**config.mk**
```make
export PLATFORM = sky130hd
export DESIGN_NAME = fetch_unit
export DESIGN_NICKNAME = d
export VERILOG_FILES = /design/src/rtl/fetch_unit.sv
export SDC_FILE = /design/constraint.sdc
export NUM_CORES = 1
export LEC_CHECK = 0
export BUFFER_PORTS_ARGS = -buffer_cell sky130_fd_sc_hd__buf_2
export CAP_MARGIN = 25
export CORE_UTILIZATION = 56
export CTS_CLUSTER_DIAMETER = 50
export CTS_CLUSTER_SIZE = 12
export DETAILED_ROUTE_END_ITERATION = 7
export GPL_TIMING_DRIVEN = 0
export PLACE_DENSITY = 0.8
export SYNTH_ARGS = -nofsm -noshare
export SYNTH_HDL_FRONTEND = slang
export SYNTH_SLANG_ARGS = --single-unit
```
**constraint.sdc**
```tcl
create_clock -name i_clk -period 3.1 [get_ports i_clk]
set_clock_uncertainty 0.2 [all_clocks]
set_input_delay 0.155 -clock i_clk [delete_from_list [all_inputs] [get_ports i_clk]]
set_output_delay 0.155 -clock i_clk [all_outputs]
set_load 0.02 [all_outputs]
```
**src/rtl/fetch_unit.sv**
```systemverilog
// fetch_unit: instruction fetch stage with a single-entry IF/ID register,
// one skid/hold register for words that complete while decode is stalled,
// and branch redirect handling that drains an in-flight request.
// Optional build macro FETCH_STALL_CNT_EN adds a saturating 16-bit
// counter of stalled cycles holding a live instruction (o_stallCnt).
//
// state   | meaning
// --------+-------------------------------------------------------------
// S_IDLE  | one cycle after reset release, no request issued
// S_FETCH | request outstanding at r_pc, completions flow into IF/ID
// S_PEND  | word captured in hold register, waiting for decode to drain
// S_DROP  | old request still in flight after redirect, data discarded

module fetch_unit #(
    parameter logic [31:0] RESET_PC = 32'h0000_0000
) (
    input  logic        i_clk,
    input  logic        i_rstN,
    input  logic        i_stall,
    input  logic        i_redirect,
    input  logic [31:0] i_redirectPc,
    output logic        o_imemReq,
    output logic [31:0] o_imemAddr,
    input  logic        i_imemValid,
    input  logic [31:0] i_imemRdata,
    output logic        o_instrValid,
    output logic [31:0] o_instr,
    output logic [5:0]  o_opcode,
    output logic [31:0] o_pcPlus4
`ifdef FETCH_STALL_CNT_EN
    ,
    output logic [15:0] o_stallCnt
`endif
);

    typedef enum logic [1:0] {
        S_IDLE  = 2'd0,
        S_FETCH = 2'd1,
        S_PEND  = 2'd2,
        S_DROP  = 2'd3
    } state_t;

    // Word-aligned reset address so o_imemAddr[1:0] is always 00.
    localparam logic [31:0] RESET_PC_AL = RESET_PC & 32'hFFFF_FFFC;

    state_t      r_state;
    logic [31:0] r_pc;
    logic [31:0] r_tgtPc;
    logic        r_imemReq;
    logic        r_instrValid;
    logic [31:0] r_instr;
    logic [31:0] r_pcPlus4;
    logic        r_holdValid;
    logic [31:0] r_holdInstr;
    logic [31:0] r_holdPcPlus4;

    logic        w_done;
    logic        w_slotFree;
    logic [31:0] w_redirPc;
    logic [31:0] w_pcNext;

    assign w_done     = r_imemReq & i_imemValid;
    assign w_slotFree = ~r_instrValid | ~i_stall;
    assign w_redirPc  = i_redirectPc & 32'hFFFF_FFFC;
    assign w_pcNext   = r_pc + 32'd4;

    assign o_imemReq    = r_imemReq;
    assign o_imemAddr   = r_pc;
    assign o_instrValid = r_instrValid;
    assign o_instr      = r_instr;
    assign o_opcode     = r_instr[31:26];
    assign o_pcPlus4    = r_pcPlus4;

    // Fetch FSM with registered request, IF/ID and hold registers.
    always_ff @(posedge i_clk or negedge i_rstN) begin
        if (!i_rstN) begin
            r_state       <= S_IDLE;
            r_pc          <= RESET_PC_AL;
            r_tgtPc       <= RESET_PC_AL;
            r_imemReq     <= 1'b0;
            r_instrValid  <= 1'b0;
            r_instr       <= 32'h0;
            r_pcPlus4     <= 32'h0;
            r_holdValid   <= 1'b0;
            r_holdInstr   <= 32'h0;
            r_holdPcPlus4 <= 32'h0;
        end else begin
            // Decode consumes the current word whenever it is not stalled.
            if (!i_stall) begin
                r_instrValid <= 1'b0;
            end

            if (i_redirect) begin
                r_instrValid <= 1'b0;
                r_holdValid  <= 1'b0;
                case (r_state)
                    S_FETCH, S_DROP: begin
                        if (w_done) begin
                            // In-flight request ends now; start at target.
                            r_pc      <= w_redirPc;
                            r_state   <= S_FETCH;
                            r_imemReq <= 1'b1;
                        end else begin
                            // Address must stay stable until the old
                            // request completes, so park the target.
                            r_tgtPc <= w_redirPc;
                            r_state <= S_DROP;
                        end
                    end
                    default: begin
                        r_pc      <= w_redirPc;
                        r_state   <= S_FETCH;
                        r_imemReq <= 1'b1;
                    end
                endcase
            end else begin
                case (r_state)
                    S_IDLE: begin
                        r_state   <= S_FETCH;
                        r_imemReq <= 1'b1;
                    end
                    S_FETCH: begin
                        if (w_done) begin
                            r_pc <= w_pcNext;
                            if (w_slotFree) begin
                                r_instr      <= i_imemRdata;
                                r_pcPlus4    <= w_pcNext;
                                r_instrValid <= 1'b1;
                            end else begin
                                r_holdInstr   <= i_imemRdata;
                                r_holdPcPlus4 <= w_pcNext;
                                r_holdValid   <= 1'b1;
                                r_state       <= S_PEND;
                                r_imemReq     <= 1'b0;
                            end
                        end
                    end
                    S_PEND: begin
                        if (!i_stall) begin
                            if (r_holdValid) begin
                                r_instr      <= r_holdInstr;
                                r_pcPlus4    <= r_holdPcPlus4;
                                r_instrValid <= 1'b1;
                            end
                            r_holdValid <= 1'b0;
                            r_state     <= S_FETCH;
                            r_imemReq   <= 1'b1;
                        end
                    end
                    S_DROP: begin
                        if (w_done) begin
                            r_pc    <= r_tgtPc;
                            r_state <= S_FETCH;
                        end
                    end
                    default: begin
                        r_state   <= S_IDLE;
                        r_imemReq <= 1'b0;
                    end
                endcase
            end
        end
    end

`ifdef FETCH_STALL_CNT_EN
    logic [15:0] r_stallCnt;

    assign o_stallCnt = r_stallCnt;

    // Saturating count of cycles a live instruction is held by a stall.
    always_ff @(posedge i_clk or negedge i_rstN) begin
        if (!i_rstN) begin
            r_stallCnt <= 16'h0;
        end else if (r_instrValid && i_stall && (r_stallCnt != 16'hFFFF)) begin
            r_stallCnt <= r_stallCnt + 16'd1;
        end
    end
`endif

endmodule

```
### After elaboration in Yosys (flattened, before gate mapping)

Cells that the tools add are included.
W data, S select, Z words.

* bits in registers: 195
* input bits: 69
* output and inout port bits: 104

* $add $sub $neg: 1
* equal/unequal tests: 12
* muxes and demuxes: 43
* bitwise gates (word level): 7
* reductions and logical operators: 13

Operator list (number)
* $mux W32: 13
* $pmux W32 S2: 3
* $add A32 B3 Y32 const B: 1
* $mux W1: 16
* $reduce_and A4 Y1: 4
* $ne A3 B3 Y1 const B: 5
* $mux W2: 7
* $ne A2 B2 Y1 const B: 4
* $pmux W2 S4: 1
* $reduce_and A6 Y1: 1
* $reduce_bool A3 Y1: 2
* $not A1 Y1: 5
* $reduce_and A5 Y1: 1
* $eq A2 B2 Y1 const B: 2
* $pmux W1 S2: 2
* $reduce_bool A4 Y1: 1
* $pmux W1 S3: 1
* $reduce_and A3 Y1: 1
* $eq A2 B1 Y1 const B: 1
* $logic_not A2 Y1: 1
* $reduce_bool A2 Y1: 1
* $reduce_or A2 Y1: 1
* $and A1 B1 Y1: 1
* $or A1 B1 Y1: 1

### Longest topological paths before layout

* depth in word-level cells: 6
* mapped depth: 8

### Least setup slack after synthesis

OpenSTA, ideal clock, no wires.

* kind: register to register
* start: register r_pc[2], in the netlist o_imemAddr[2]
* end: register r_pcPlus4[20], in the netlist o_pcPlus4[20]
* arrival time: 2.437 ns
* slack: 0.398 ns
* stages on the path, launching flop included: 8
* period minus slack after synthesis: 2.702 ns
* cell sequence: dfrtp_1 -> ha_1 -> nand4_1 -> or4_1 -> buf_2 -> or4_4 -> a311oi_1 -> a21o_1

* longest elaborated chain between the ends: 4

RTL lines
* start, declared: line 47 `logic [31:0] r_pc;`
* start signal, assigned: line 100 `r_pc <= w_redirPc;`
* start signal, assigned: line 111 `r_pc <= w_redirPc;`
* start signal, assigned: line 124 `r_pc <= w_pcNext;`
* $add A32 B3 Y32: line 65 `assign w_pcNext = r_pc + 32'd4;`
* $mux W32: line 125 `if (w_slotFree) begin`
* $mux W32: line 123 `if (w_done) begin`
* $pmux W32 S2: line 117 `case (r_state)`
* end signal, assigned: line 127 `r_pcPlus4 <= w_pcNext;`
* end signal, assigned: line 142 `r_pcPlus4 <= r_holdPcPlus4;`
* end, declared: line 52 `logic [31:0] r_pcPlus4;`

Every way passes these cells. The select of a mux whose other input is x is not followed.
A chain may end at the register's enable or synchronous reset.

### Worst setup path after layout

* start: register r_state[0]
* end: register r_pcPlus4[15], in the netlist o_pcPlus4[15]

* longest elaborated chain between the ends: 3
* elaborated cells on any way between the ends: 9

RTL lines
* start, declared: line 46 `state_t r_state;`
* start signal, assigned: line 77 `r_state <= S_IDLE;`
* start signal, assigned: line 101 `r_state <= S_FETCH;`
* start signal, assigned: line 107 `r_state <= S_DROP;`
* $eq A2 B1 Y1 or $eq A2 B2 Y1 (tied branches): line 117
* $ne A2 B2 Y1 (no source line) or $reduce_bool A2 Y1 (tied branches)
* $reduce_and A6 Y1 (no source line)

Parallel ways exist; a longest one is shown, timed or not.

==> flow_metrics.py <==
metrics = {
    "place": {
        "gp_congestion": 0.948,
        "portBuffers": 165,
        "dpl.hpwl_mm": 18.3,
        "placed_cells": 1273,
    },
    "cts": {
        "clock_tree.buffer_depth": 2,
        "clock_latency_ps": 440,
        "h-tree-depth": 4,
        "cts_root_buffer": "clkbuf_16",
        "clk_pin_slew_ps": 70,
        "cts_tree": "yes",
        "post_cts_buffers": 0,
        "numCtsBuffers": 17,
        "cts.sinks": 189,
    },
    "worst_setup_path": {
        "path_max_fanout": 10,
        "cp_slowest_cell": "buf_1",
        "endpoint_kind": "flip-flop",
        "arrival_ps": 3010,
        "crit_type": "flip-flop to flip-flop",
        "cp_data_required_time_ps": 3180,
        "startpoint_type": "flip-flop",
        "max_stage_delay_ps": 490,
        "worstPathCellList": "inv_1, ha_1, o21ai_0, nand4_1, buf_2, buf_1, o221ai_1",
    },
    "global_route": {
        "grt_max_degree": 123,
        "grt_usage_pct": 33.1,
        "grt_pass1_vias": 7741,
        "grt-ovfl-total": 0,
        "grt_pass1_wl_mm": 42.1,
        "antenna_found_initial": 0,
    },
    "detailed_routing": {
        "num_vias": 8217,
        "wirelength_mm": 27.1,
        "dr.pass1.iters": 5,
        "drt_iter0_markers": 872,
        "wl_per_cell_microns": 19.8,
        "drc": 0,
        "avgViaCountPerCell": 6.01,
        "ant_nets": 0,
    },
    "timing": {
        "max_freq_mhz": 341,
        "relSlewSlack_pct": 44.5,
        "finalHoldViolCount": 0,
        "tightest_slew_ps": 833,
        "tns_ps": 0,
        "drv_slew": 0,
        "final.min_clock_period_ps": 2930,
        "holdWs_ps": 26.5,
        "finalCritPeriodShare_pct": 94.5,
        "setup_viol": 0,
        "rsz0062_at_grt": "no",
    },
    "die": {
        "boundaryPins": 173,
        "num_rows": 46,
        "start_util_pct": 57.5,
        "coreArea_sq_mm": 0.0159,
        "die_h_microns": 130,
        "dieArea_sq_mm": 0.0169,
        "die_w_microns": 130,
    },
    "final_layout": {
        "finalNonFillerCells": 1367,
        "num_antenna_cells": 0,
        "num-fill-cells": 1129,
        "final_core_util_pct": 72.3,
        "multiInputGateArea_sq_mm": 0.00406,
        "register_area_sq_mm": 0.00473,
        "nNetsFinal": 1212,
        "synthToLayoutAreaGrowth_pct": 25.8,
        "layout-drive-gt1-share_pct": 25.5,
    },
    "synthesis": {
        "syn_inst": 887,
        "synth_ff_type": "dfrtp_1",
        "yosys.area.top_type": "dfrtp_1",
        "syn_area_per_cell_sq_um": 10.3,
        "synth_area_leaders": "dfrtp_1 52%, mux2_2 8.4%, mux2i_1 5.2%",
        "yosysMostFrequentCell": "dfrtp_1",
        "syn_area_sq_mm": 0.00916,
        "synth_warnings": 0,
        "ys_top_cells_by_count": "189 x dfrtp_1, 105 x nand2_1, 70 x o21ai_0",
        "synth-edff-count": 0,
        "ys_ff_latch": 189,
        "synthArstFlopShare_pct": 100,
        "yosysSeqAreaShare_pct": 51.6,
        "synth_top_area_share_pct": 51.6,
        "synth_cell_type_count": 60,
    },
    "pwr": {
        "powerDensity_mw_per_mm2": 1040,
        "ir_drop_uv": 593,
        "p_leak_uw": 0.00530,
    },
    "status": {
        "status": "finished, final reports clean",
    },
    "hold_path": {
        "hold_class": "primary input to flip-flop",
    },
    "flow_run": {
        "maxCapViolCount": 0,
    },
}
## state kept, by name, indices dropped and copies added, names as in the netlist
signal / count
o_imemAddr: 30
o_imemReq: 1
o_instr: 32
o_instrValid: 1
o_pcPlus4: 30
r_holdInstr: 32
r_holdPcPlus4: 30
r_holdValid: 1
r_state: 2
r_tgtPc: 30
## cells in the final DEF (no fill, tap or decap), drive strengths merged, types with 29 or more instances in the layout
master       Yosys  routed
nand2          105     105
a21oi           51      51
buf             20     187
clkbuf          50      66
o21ai           70      70
inv             23      29
mux2i           48      48
dlygate4sd3      0      63
dfrtp          189     189
nor2            47      47
mux2            68      68
## per-stage QoR
stage	instance area (sq um)	total power [uW]	setup WS, ps
2_1_floorplan	9180	7780	398
3_3_place_gp	10300	9390	-1450
3_5_place_dp	10300	9590	-116
4_1_cts	11500	11800	25.3
5_1_grt	11500	12600	81.1
6_report	11500	11900	169
## worst max-delay path, delay by kind of cell (launching register included)
kind | cells | cell delay (ps)
AOI/OAI and AO/OA | 2 | 390
adders and majority gates | 1 | 320
buffers and inverters | 3 | 960
DFF | 1 | 410
and+or+nand+nor | 1 | 480
## final cells by class
cell class | count | share of cell area, %
flip-flops and latches | 189 | 41.0
plain buffers | 69 | 2.65
well taps | 216 | 2.34
clock buffers | 17 | 3.69
inverters | 23 | 0.749
clock inverters | 15 | 1.33
multi-input cells | 608 | 35.2
repair buffers | 230 | 13.0
## cells by family (layout without fill, tap and decap cells)
| kind of cell | count (synthesis) | in the layout | synth area share [%] |
|---|---|---|---|
| AND/OR/NAND/NOR | 242 | 242 | 12.6 |
| XOR/XNOR | 17 | 17 | 1.62 |
| AO/OA/AOI/OAI | 224 | 224 | 15.6 |
| adder cells (fa/ha/maj) | 5 | 5 | 0.683 |
| multiplexers | 116 | 116 | 13.6 |
| other | 1 | 4 | 0.0409 |
| buffers and inverters | 93 | 354 | 4.30 |
| flip-flops | 189 | 189 | 51.6 |
## worst paths after layout
| kind | start | end | slack [ps] | cells after the start |
|---|---|---|---|---|
| setup / recovery | r_state[0]$_DFFE_PN0P_ | o_pcPlus4[15]$_DFFE_PN0P_ | 170 | 7 |
| hold / removal | i_stall | o_instrValid$_DFF_PN0_ | 30 | 4 |
| setup reg to reg | r_state[0]$_DFFE_PN0P_ | o_pcPlus4[15]$_DFFE_PN0P_ | 170 | 7 |
| hold reg to reg | o_pcPlus4[29]$_DFFE_PN0P_ | o_pcPlus4[29]$_DFFE_PN0P_ | 270 | 2 |
| max in group asynchronous | i_rstN | o_imemAddr[2]$_DFFE_PN0P_ | 1600 | 3 |
| min in group asynchronous | i_rstN | r_tgtPc[21]$_DFFE_PN0P_ | 50 | 2 |
## power breakdown
group / switching, uW / internal [uW] / total (uW)
logic: 3290 / 2020 / 5310
clock network: 1080 / 1070 / 2150
registers: 899 / 3580 / 4480
total: 5270 / 6670 / 11900
## routing by layer
metal  wire length (microns)  GRT usage, %
met1                   11400          45.8
met2                   12800          51.7
met3                    2050          5.86
met4                     826          13.8
met5                       0             0
## timing repair
action | in CTS | in global routing
setup endpoints to repair | 10 | 14
resized for setup | 1 | 2
hold buffers | 63 | 0
hold endpoints to repair | 186 | 0
Power figures use the tool's default switching activity.
